<file path="src/rtl/param_updown_counter_if.sv">
// Control and status bundle for the up/down counter.
// The master drives the count controls; the slave is the counter itself.
interface param_updown_counter_if #(
  parameter int WIDTH = 4
);
  logic             en;
  logic             up_dn;
  logic             load;
  logic [WIDTH-1:0] load_val;
  logic [WIDTH-1:0] cnt;
  logic             tc;
  logic             zero;

  modport master (
    output en, up_dn, load, load_val,
    input  cnt, tc, zero
  );

  modport slave (
    input  en, up_dn, load, load_val,
    output cnt, tc, zero
  );
endinterface

</file>
<file path="src/rtl/param_updown_counter.sv">
// Parameterised up/down counter, modulo MAX_VAL+1, with optional saturation,
// clamped synchronous load and a registered terminal-count pulse.
module param_updown_counter #(
  parameter int WIDTH    = 4,
  parameter int MAX_VAL  = 2**WIDTH-1,
  parameter int SATURATE = 0
) (
  input  logic                   clk,
  input  logic                   rst_n,
  param_updown_counter_if.slave  bus
);

  localparam logic [WIDTH-1:0] MAX_CNT = WIDTH'(MAX_VAL);
  localparam logic [WIDTH-1:0] ONE     = WIDTH'(1);

  logic [WIDTH-1:0] cnt_q, cnt_d;
  logic             tc_q, tc_d;

  always_comb begin
    cnt_d = cnt_q;
    tc_d  = 1'b0;
    if (!rst_n) begin
      cnt_d = '0;
    end else if (bus.load) begin
      cnt_d = (bus.load_val > MAX_CNT) ? MAX_CNT : bus.load_val;
    end else if (bus.en) begin
      if (bus.up_dn) begin
        // Boundary test uses >= so the wrap never steps through WIDTH overflow.
        if (cnt_q >= MAX_CNT) begin
          cnt_d = (SATURATE != 0) ? MAX_CNT : '0;
          tc_d  = 1'b1;
        end else begin
          cnt_d = cnt_q + ONE;
        end
      end else begin
        if (cnt_q == '0) begin
          cnt_d = (SATURATE != 0) ? '0 : MAX_CNT;
          tc_d  = 1'b1;
        end else begin
          cnt_d = cnt_q - ONE;
        end
      end
    end
  end

  always_ff @(posedge clk) begin
    cnt_q <= cnt_d;
    tc_q  <= tc_d;
  end

  assign bus.cnt  = cnt_q;
  assign bus.tc   = tc_q;
  assign bus.zero = (cnt_q == '0);

endmodule

</file>
<file path="src/flat_wrapper.sv">
// flat-port wrapper written by rule: the top's interface ports become plain ports
module param_updown_counter_flat 
#(
  parameter int WIDTH    = 4,
  parameter int MAX_VAL  = 2**WIDTH-1,
  parameter int SATURATE = 0
)
  (clk, rst_n, bus_en, bus_up_dn, bus_load, bus_load_val, bus_cnt, bus_tc, bus_zero);
  param_updown_counter_if #(.WIDTH(WIDTH)) bus_i ();
  input  logic clk;
  input  logic rst_n;
  input wire logic [$bits(bus_i.en)-1:0] bus_en;
  input wire logic [$bits(bus_i.up_dn)-1:0] bus_up_dn;
  input wire logic [$bits(bus_i.load)-1:0] bus_load;
  input wire logic [$bits(bus_i.load_val)-1:0] bus_load_val;
  output wire logic [$bits(bus_i.cnt)-1:0] bus_cnt;
  output wire logic [$bits(bus_i.tc)-1:0] bus_tc;
  output wire logic [$bits(bus_i.zero)-1:0] bus_zero;
  assign bus_i.en = bus_en;
  assign bus_i.up_dn = bus_up_dn;
  assign bus_i.load = bus_load;
  assign bus_i.load_val = bus_load_val;
  assign bus_cnt = bus_i.cnt;
  assign bus_tc = bus_i.tc;
  assign bus_zero = bus_i.zero;
  param_updown_counter #(.WIDTH(WIDTH), .MAX_VAL(MAX_VAL), .SATURATE(SATURATE)) u_core (.clk(clk), .rst_n(rst_n), .bus(bus_i));
endmodule
</file>
<file path="config.mk">
export PLATFORM = sky130hd
export DESIGN_NAME = param_updown_counter_flat
export DESIGN_NICKNAME = d
export VERILOG_FILES = /design/src/rtl/param_updown_counter_if.sv /design/src/rtl/param_updown_counter.sv /design/src/flat_wrapper.sv
export SDC_FILE = /design/constraint.sdc
export NUM_CORES = 1
export LEC_CHECK = 0
export CORE_AREA = 5 5 42 44
export DETAILED_ROUTE_END_ITERATION = 8
export DIE_AREA = 0 0 47 49
export PLACE_DENSITY_LB_ADDON = 0.3
export SYNTH_ARGS = -nofsm -noshare
export SYNTH_HDL_FRONTEND = slang
export SYNTH_SLANG_ARGS = --single-unit
</file>
<file path="constraint.sdc">
create_clock -name clk -period 3 [get_ports clk]
set_input_delay 0.45 -clock clk [delete_from_list [all_inputs] [get_ports clk]]
set_output_delay 0.45 -clock clk [all_outputs]
set_load 0.02 [all_outputs]
</file>
-- Yosys cells after proc, flatten, opt, wreduce, memory -nomap -nowiden
Index checks and enable logic that the tools add are counted.
- word-level logic and storage cells: 20
- bits in latches: 0
- ROM bits: 0
- RAM bits: 0
- memories: 0
- register bits: 5
- multiplexer cells: 9
- add/sub/neg operators: 2
- reductions and logical operators: 3
- multipliers: 0
- shift-type cells: 0
- equal/unequal tests: 0
- $lt $le $gt $ge: 2
- divide/modulo/power cells: 0
- bitwise gates (word level): 2
- operators by type and width (operator ; count):
    4-bit two-way mux ; 6
    4-bit by 1-bit adder with 4-bit output, second input constant ; 1
    4-bit >= comparator, second input constant ; 1
    4-bit > comparator, second input constant ; 1
    4-bit logical NOT ; 1
    4-bit by 1-bit subtractor with 4-bit output, second input constant ; 1
    1-bit two-way mux ; 3
    3-bit OR reduction ; 1
    1-bit NOT ; 2
    2-bit nonzero test ; 1

-- Longest topological paths before layout
Gate-level depths: netlist of the first run.
- depth in word-level cells: 5
- gate-level depth with buffers: 6

-- Least setup slack after synthesis of the first run
No wires, ideal clock.
- path type: reg-to-output
- start point: register u_core.cnt_q[0] (netlist: u_core.bus.cnt[0])
- end point: output bus_zero
- path slack: 1.339 ns
- path buffers: 0
- arrival time: 1.211 ns
- cell stages (with the launch flop): 4
- path through: dfxtp_1 > inv_1 > ha_1 > nor3b_1
- longest elaborated chain between the ends: 1
- ends and longest elaborated chain (element ; line ; text):
    from (decl) ; param_updown_counter.sv:16 ; logic [WIDTH-1:0] cnt_q, cnt_d;
    from (signal assigned) ; param_updown_counter.sv:47 ; cnt_q <= cnt_d;
    4-bit logical NOT ; param_updown_counter.sv:53 ; assign bus.zero = (cnt_q == '0);
    to (decl) ; flat_wrapper.sv:18 ; output wire logic [$bits(bus_i.zero)-1:0] bus_zero;
No other way between the ends.

-- Final worst setup path of the first run
Same ends and word-level chain as after synthesis.

==> results of run 1 <==
## through the flow
stage | instance area [um^2] | setup slack, ps | utilization [%] | hold WS [ps] | power (mW)
2_1_floorplan | 379 | 1340 | - | 567 | 0.129
3_3_place_gp | 514 | 1080 | 36.7 | 647 | 0.157
3_5_place_dp | 514 | 1080 | 36.7 | 628 | 0.158
4_1_cts | 541 | 812 | 38.6 | 640 | 0.240
5_1_grt | 541 | 727 | 38.6 | 667 | 0.251
6_report | 541 | 833 | 38.6 | 643 | 0.234
## logic make-up (layout without fill, tap and decap cells)
family          after synthesis  in the layout  synth area share (%)
compound gates               14             14                  24.1
fa+ha+maj                     2              2                  6.60
xor+xnor                      2              2                  4.62
simple gates                 14             14                  21.1
mux                           2              2                  5.61
buf+inv                       9             23                  11.6
flops                         5              5                  26.4
## state kept, by name (all words and copies together) (netlist names)
register        count
u_core.bus.cnt      4
u_core.bus.tc       1
## per-layer routing
metal / routed length, um / GRT usage (%) / vias up / part of all wire (%)
met2: 439 / 12.7 / 14 / 51
met1: 345 / 9.43 / 178 / 40
met5: 0 / 0 / - / 0
met4: 13 / 4.15 / 0 / 1.5
met3: 63 / 5.90 / 2 / 7.3
li1: - / - / 203 / -
## worst min path at each step
| stage | depth (start not counted) | to | startpoint |
|---|---|---|---|
| finish | 2 | u_core.bus.tc$_SDFF_PP0_ | u_core.bus.cnt[2]$_SDFFE_PN0P_ |
| CTS | 2 | u_core.bus.tc$_SDFF_PP0_ | u_core.bus.cnt[2]$_SDFFE_PN0P_ |
| detailed placement | 2 | u_core.bus.tc$_SDFF_PP0_ | u_core.bus.cnt[2]$_SDFFE_PN0P_ |
| global route | 2 | u_core.bus.tc$_SDFF_PP0_ | u_core.bus.cnt[2]$_SDFFE_PN0P_ |
| global placement | 2 | u_core.bus.tc$_SDFF_PP0_ | u_core.bus.cnt[2]$_SDFFE_PN0P_ |
| floorplan | 1 | u_core.bus.cnt[3]$_SDFFE_PN0P_ | rst_n |
## cell usage after synthesis, drive strengths merged (2+ instances only)
cell type,number
inv,5
a21oi,4
nor2,2
nand2,5
ha,2
o21ai,4
dfxtp,5
nand4,2
buf,3
o311ai,2
## worst register-to-register path, stage by stage, from the launching register on
cell	delay (ps)
dfxtp_1	370
inv_1	120
ha_1	180
or4b_4	480
nand2_1	90
a21oi_1	50
o2bb2ai_1	140
## power groups by stage
| stage | Combinational [mW] | Clock [mW] | Sequential, mW |
|---|---|---|---|
| after floorplan | 0.0437 | 0 | 0.0850 |
| after global placement | 0.0727 | 0 | 0.0847 |
| after detailed placement | 0.0732 | 0 | 0.0845 |
| after CTS | 0.0734 | 0.0832 | 0.0833 |
| after global routing | 0.0803 | 0.0853 | 0.0851 |
| final | 0.0724 | 0.0786 | 0.0833 |
## final cells by class
type | instances | area [um^2] | share of cell area [%]
flip-flops and latches | 5 | 100 | 18.5
repair buffers | 14 | 140 | 25.9
well taps | 16 | 20.0 | 3.70
clock buffers | 4 | 26.3 | 4.86
inverters | 5 | 18.8 | 3.47
multi-input cells | 34 | 235 | 43.5
==> key figures, run 1 <==
Place
  • Gpl congestion: 0.715
  • Post-DP HPWL: 699 um
  • PortBufs: 14
  • Dpl cells: 74

Yosys
  • Area leader, netlist: dfxtp_1
  • Avg Cell Area, Syn: 7.90 um^2
  • Cell Area, Synth: 379 um^2
  • Syn. warnings: 0
  • Synth top area cells: dfxtp_1 (26%), ha_1 (6.6%), a21oi_1 (5.3%)
  • Register area share after synthesis: 26.4%
  • Yosys cell types: 26
  • Cells after Synth: 48
  • Register bit count reported by yosys: 5
  • Post-Synthesis Net Count: 59
  • Most used DFF post-synth: dfxtp_1
  • EDFF count, synth: 0
  • Async S/R FF share, synth: 0%
  • Yosys top cell area share: 26.4%

Timing
  • Final Max Slew Viols: 0
  • Worst Clk Skew: 1.39 ps
  • Fmax: 462 MHz
  • Period utilization: 72.2%
  • Post-route setup TNS: 0 ps
  • Worst Tran Pin Value: 303 ps
  • RSZ-0062 raised after global routing: no
  • Tmin final: 2170 ps
  • Worst slew margin: 79.5%
  • Setup-violating endpoint count in the final report: 0
  • Hold Fails Final Rpt: 0

Route
  • Post-route DRC violation count: 0
  • DRT Pass-1 Iters: 3
  • Vias per std cell: 5.09
  • Vias: 397
  • Routed WL: 862 um
  • Antenna Nets Post-Route: 0
  • Wire per inst: 11.1 um
  • DR iter-0 viols: 3

Worst setup path
  • CP max FO: 8
  • R2R Path Start: u_core.bus.cnt[0]$_SDFFE_PN0P_
  • Slowest-stage cell, CP: clkdlybuf4s50_1
  • Startpoint types: flip-flop
  • R2r setup slk: 1520 ps
  • Setup crit start: u_core.bus.cnt[0]$_SDFFE_PN0P_
  • Critical Path Max Stage Delay: 540 ps
  • CP Data Required Time: 2550 ps
  • Crit path capture: bus_zero
  • Critical path class: reg -> out
  • Crit. path cell count: 4
  • Cells along the critical path: inv_1 > ha_1 > nor3b_1 > clkdlybuf4s50_1
  • Cell family with most CP delay: buffers and inverters
  • Arrival time at the worst endpoint: 1720 ps
  • Worst path bufs/invs: 2
  • Worst r2r dst: u_core.bus.cnt[3]$_SDFFE_PN0P_
  • Crit path capture type: primary output
  • Worst r2r path cells: 6

Global routing
  • Largest net degree at the start of global routing: 11
  • Gr ovfl total: 0
  • Vias in the first global route: 340
  • Global-route wire length before repair: 1.40 mm
  • Gr usage total: 8.73%
  • Initial antenna violation count: 0

Power
  • Power Density: 434 mW/mm^2
  • Internal Power: 0.163 mW
  • Sequential Power Share: 35.5%
  • Power share of the clock group: 33.6%
  • Leakage power: 0.205 nW
  • Switching Share: 30.5%
  • Worst vdd ir: 0.000233 V
  • Logic pwr share: 30.9%
  • Switch Pwr: 0.0716 mW

Floorplan
  • Chip height: 49 um
  • Row count: 14
  • Starting Density: 27.1%
  • Die width: 47 um
  • # IOs: 15
  • Die area: 0.00230 mm^2
  • Core Area: 0.00140 mm^2

Clocking
  • CTS max path bufs: 2
  • H-tree Lvls: 1
  • Skew-Pair Late Insertion Delay: 240 ps
  • CTS clk-pin slew, worst paths: 40 ps
  • Post-CTS Setup Inserts: 0
  • Hold bufs inserted after CTS: 0
  • CTS Buf Count: 3
  • Clk root buf: clkbuf_4
  • Clk sink count: 5
  • PostCTS Resize Cnt: 0
  • CTS tree: built

Run status
  • Status: completed

Min path
  • Hold crit path type: reg -> reg

Cells and area
  • Fraction of layout cells with a size suffix above 1: 9.68%
  • Layout fillers: 170
  • Commonest non-fill, non-tap cells in the layout: clkdlybuf4s50_1 (14), inv_1 (5), nand2_1 (5), dfxtp_1 (5), a21oi_1 (4)
  • Nets: 74
  • Post-Layout Cell Count: 78
  • Ant. Diodes: 0
  • Commonest non-fill, non-tap cell in the layout: clkdlybuf4s50_1
  • Area growth syn-to-layout: 42.6%

Run
  • Max-Cap Viols: 0
(Power assumes the default switching activity.)
==> run 2: changes to the inputs <==
==> constraint.sdc (replaced) <==
create_clock -name clk -period 2.1 [get_ports clk]
set_input_delay 0.315 -clock clk [delete_from_list [all_inputs] [get_ports clk]]
set_output_delay 0.315 -clock clk [all_outputs]
set_load 0.02 [all_outputs]
==> run 2 against run 1 <==
Net effect:
- via count shrank 1.3%
- critical endpoint is now bus_cnt[2]
- global-route usage is the same
- largest power group unchanged
- sequential cell count is the same
- final area grew 0.46%
- core utilization grew 0.18 points
- critical path type unchanged
==> key figures, run 2 (synthesis results as in run 1) <==
Power
  • Worst vdd ir: 0.000332 V
  • Leakage power: 0.218 nW
  • Power Density: 615 mW/mm^2

Global routing
  • Most Crowded Layer GR: met2
  • Gr usage total: 8.73%
  • Largest net degree at the start of global routing: 11
  • Global-route wire length before repair: 1.40 mm
  • Met2 usage: 12.7%
  • M1 GR Usage: 9.43%
  • Gr ovfl total: 0
  • Vias in the first global route: 340
  • GR Util met3: 5.90%
  • Initial antenna violation count: 0

Floorplan
  • Die width: 47 um
  • Chip height: 49 um
  • # IOs: 15
  • Core Area: 0.00140 mm^2
  • Die area: 0.00230 mm^2
  • Starting Density: 27.1%
  • Row count: 14

Place
  • Post-DP HPWL: 699 um
  • PortBufs: 14
  • Gpl congestion: 0.715
  • Placed Area: 514 um^2

Timing
  • Final Max Slew Viols: 0
  • Hold Fails Final Rpt: 0
  • Worst slew margin: 79.9%
  • Fmax: 581 MHz
  • Post-route setup TNS: 0 ps
  • Worst Tran Pin Value: 298 ps
  • Setup-violating endpoint count in the final report: 0
  • Period utilization: 82.0%
  • Worst Clk Skew: 1.53 ps
  • Tmin final: 1720 ps
  • RSZ-0062 raised after global routing: no

Worst setup path
  • Slowest-stage cell, CP: clkdlybuf4s50_1
  • CP max FO: 9
  • Startpoint types: flip-flop
  • Critical path class: reg -> out
  • Crit path capture type: primary output
  • CP Data Required Time: 1780 ps
  • Arrival time at the worst endpoint: 1410 ps
  • Critical Path Max Stage Delay: 670 ps
  • Worst path bufs/invs: 1
  • Cells along the critical path: clkdlybuf4s50_1
  • Cell family with most CP delay: buffers and inverters

Route
  • Antenna Nets Post-Route: 0
  • DR iter-0 viols: 3
  • Post-route DRC violation count: 0
  • Vias: 392
  • Routed WL: 859 um
  • Wire per inst: 11.0 um
  • DRT Pass-1 Iters: 2
  • Vias per std cell: 5.03

Run
  • Max-Cap Viols: 0

Cells and area
  • Sequential Area: 100 um^2
  • Multi-input gate area: 235 um^2
  • Nets: 74
  • Fraction of layout cells with a size suffix above 1: 9.68%
  • Area growth syn-to-layout: 43.2%
  • Largest register FFs: 4
  • Ant. Diodes: 0
  • Layout fillers: 169
  • Commonest non-fill, non-tap cell in the layout: clkdlybuf4s50_1
  • Finished Cell Area: 543 um^2
  • Commonest non-fill, non-tap cells in the layout: clkdlybuf4s50_1 (13), inv_1 (5), nand2_1 (5), dfxtp_1 (5), a21oi_1 (4)

Clocking
  • CTS tree: built
  • CTS Buf Count: 3
  • CTS max path bufs: 2
  • Clk root buf: clkbuf_4
  • CTS clk-pin slew, worst paths: 40 ps
  • Skew-Pair Late Insertion Delay: 240 ps
  • Post-CTS Setup Inserts: 0
  • Clk sink count: 5
  • H-tree Lvls: 1

Min path
  • Hold crit path type: reg -> reg

Run status
  • Status: completed
==> run 2: cell types whose count changed in the layout (fill, tap and decap cells not counted) <==
cell,delta
clkdlybuf4s50_1,-1
dlymetal6s2s_1,+1
==> run 2: power by group <==
group          switching (mW)  internal (mW)  leakage [nW]
logic                  0.0457         0.0571         0.161
registers              0.0159          0.103        0.0414
clock network          0.0405         0.0719        0.0150
==> run 2: final timing paths <==
check / cells after the start / endpoint / slack [ps] / from
worst min register to register: 2 / u_core.bus.tc$_SDFF_PP0_ / 640 / u_core.bus.cnt[2]$_SDFFE_PN0P_
worst min-delay path: 2 / u_core.bus.tc$_SDFF_PP0_ / 640 / u_core.bus.cnt[2]$_SDFFE_PN0P_
worst max-delay path: 1 / bus_cnt[2] / 380 / u_core.bus.cnt[2]$_SDFFE_PN0P_
worst max register to register: 6 / u_core.bus.cnt[3]$_SDFFE_PN0P_ / 620 / u_core.bus.cnt[0]$_SDFFE_PN0P_
==> run 2: cell type report <==
cell class	count	area share [%]
multi-input combinational	34	43.3
timing repair buffer	14	26.3
sequential	5	18.4
clock buffer	4	4.84
tap	16	3.69
inverter	5	3.46
==> run 2: metal layers <==
metal  up-vias  share of wire, %
li1        202                 -
met1       174                40
met2        14                51
met3         2               7.3
met4         0               1.5
met5         -                 0
==> run 2: what timing repair did <==
action,4_1_cts,5_1_grt
endpoints found under the setup margin,0,1
hold buffers,0,0
resized for setup,0,1
==> run 2: per-stage QoR <==
step	util, %	worst slack, ps	hold WS (ps)	power, mW	instances
6_report	38.8	379	641	0.334	78
5_1_grt	38.8	298	667	0.357	78
4_1_cts	38.6	47.2	640	0.343	78
3_5_place_dp	36.7	311	628	0.225	74
3_3_place_gp	36.7	311	647	0.225	74
2_1_floorplan	-	574	432	0.184	48
==> run 3: changes to the inputs <==
==> constraint.sdc (replaced) <==
create_clock -name clk -period 1.57 [get_ports clk]
set_input_delay 0.2355 -clock clk [delete_from_list [all_inputs] [get_ports clk]]
set_output_delay 0.2355 -clock clk [all_outputs]
set_load 0.02 [all_outputs]
==> run 3 against run 2 <==
Net effect:
- routed wire length up 15%
- largest power group is now combinational cells
- sequential cell count unchanged
- register-to-register slack lost 490 ps
- critical path depth did not move
- highest routed layer is now met3
==> key figures, run 3 (synthesis results as in run 1) <==
Global routing
  • Global-route wire length before repair: 1.64 mm
  • Gr ovfl total: 0
  • Largest net degree at the start of global routing: 9
  • Initial antenna violation count: 0
  • Gr usage total: 10.1%
  • Vias in the first global route: 387

Floorplan
  • Row count: 14
  • Starting Density: 27.1%
  • # IOs: 15
  • Die area: 0.00230 mm^2
  • Chip height: 49 um
  • Core Area: 0.00140 mm^2
  • Die width: 47 um

Clocking
  • CTS max path bufs: 2
  • H-tree Lvls: 1
  • CTS clk-pin slew, worst paths: 50 ps
  • Clk root buf: clkbuf_4
  • Skew-Pair Late Insertion Delay: 240 ps
  • Hold bufs inserted after CTS: 0
  • CTS Buf Count: 3
  • Clk sink count: 5
  • CTS tree: built

Timing
  • Setup-violating endpoint count in the final report: 0
  • Worst slew margin: 79.5%
  • Hold Fails Final Rpt: 0
  • Worst Clk Skew: 3.17 ps
  • Worst Tran Pin Value: 303 ps
  • Period utilization: 94.8%
  • Fmax: 672 MHz
  • Fin Hold WS: 591 ps
  • Tmin final: 1490 ps
  • RSZ-0062 raised after global routing: no
  • Final Max Slew Viols: 0
  • Fin worst setup slack: 82.3 ps

Route
  • Antenna Nets Post-Route: 0
  • Routed WL: 992 um
  • Vias: 407
  • Wire per inst: 11.8 um
  • Post-route DRC violation count: 0
  • DRT Pass-1 Iters: 4
  • Vias per std cell: 4.85
  • DR iter-0 viols: 3

Power
  • Worst vdd ir: 0.000286 V
  • Final Total Pwr: 0.467 mW
  • Leakage power: 0.270 nW
  • Power Density: 792 mW/mm^2

Place
  • Gpl congestion: 0.733
  • Post-DP HPWL: 808 um
  • Placed Area: 559 um^2
  • Pre-CTS WS: -74.8 ps
  • PortBufs: 14
  • Dpl cells: 80

Worst setup path
  • Crit. path cell count: 1
  • R2r setup slk: 130 ps
  • Arrival time at the worst endpoint: 1250 ps
  • Crit path capture type: primary output
  • Cells along the critical path: clkdlybuf4s50_1
  • Worst r2r path cells: 7
  • Worst path bufs/invs: 1
  • Slowest-stage cell, CP: clkdlybuf4s50_1
  • CP Data Required Time: 1330 ps
  • R2R Path Start: u_core.bus.cnt[0]$_SDFFE_PN0P_
  • Critical path class: reg -> out
  • Worst r2r dst: u_core.bus.cnt[0]$_SDFFE_PN0P_
  • Startpoint types: flip-flop
  • CP max FO: 3
  • Critical Path Max Stage Delay: 630 ps
  • Cell family with most CP delay: buffers and inverters
  • Crit path capture: bus_cnt[3]
  • Setup crit start: u_core.bus.cnt[3]$_SDFFE_PN0P_

Min path
  • Hold crit path type: in -> reg

Run status
  • Status: completed

Cells and area
  • Commonest non-fill, non-tap cells in the layout: clkdlybuf4s50_1 (10), buf_4 (6), inv_1 (5), nand2_1 (5), dfxtp_1 (5)
  • Ant. Diodes: 0
  • Fraction of layout cells with a size suffix above 1: 20.6%
  • Finished Cell Area: 589 um^2
  • Nets: 80
  • Area growth syn-to-layout: 55.4%
  • Largest register FFs: 4
  • Commonest non-fill, non-tap cell in the layout: clkdlybuf4s50_1
  • Post-Layout Cell Count: 84

Run
  • Max-Cap Viols: 0
[run 3: cell types whose count changed in the layout (fill, tap and decap cells not counted), sizes merged]
cell,change
buf,+6
clkbuf,+1
clkdlybuf4s50,-3
dlygate4sd2,+1
dlymetal6s2s,+1
[run 3: area by class of cell]
cell class / instances / area, um^2
Inverter: 5 / 18.8
Tap cell: 16 / 20.0
Sequential cell: 5 / 100
Fill cell: 164 / 812
Timing Repair Buffer: 20 / 184
Clock buffer: 4 / 26.3
Multi-Input combinational cell: 34 / 240
[run 3: worst min path at each step]
stage / startpoint / slack, ps / cells past startpoint / endpoint
finish: bus_load_val[1] / 590 / 3 / u_core.bus.cnt[1]$_SDFFE_PN0P_
global route: bus_load_val[1] / 590 / 3 / u_core.bus.cnt[1]$_SDFFE_PN0P_
CTS: bus_load_val[1] / 580 / 3 / u_core.bus.cnt[1]$_SDFFE_PN0P_
detailed placement: u_core.bus.cnt[0]$_SDFFE_PN0P_ / 670 / 4 / u_core.bus.cnt[0]$_SDFFE_PN0P_
global placement: u_core.bus.cnt[0]$_SDFFE_PN0P_ / 670 / 4 / u_core.bus.cnt[0]$_SDFFE_PN0P_
floorplan: rst_n / 350 / 1 / u_core.bus.cnt[3]$_SDFFE_PN0P_
[run 3: timing repair]
item,4_1_cts,5_1_grt
buffers inserted,0,0
gates resized for setup,3,5
setup endpoints to repair,2,3
[run 3: through the flow]
step | TNS, ps | util [%]
finish | 0 | 42.1
global route | 0 | 42.1
CTS | 0 | 41.7
detailed placement | -188 | 39.9
global placement | -118 | 39.9
floorplan | 0 | -
[run 3: power by group]
group          switching (mW)  internal [mW]
Clock                  0.0534         0.0961
Sequential            0.00674          0.138
Combinational          0.0835         0.0893
Total                   0.144          0.323
[run 3: metal layers]
layer,GRT usage [%],part of all wire (%),vias up
met5,0,0,-
met4,6.91,0,0
met3,3.32,4.6,0
met2,14.5,53,10
met1,12.0,42,180
li1,-,-,217
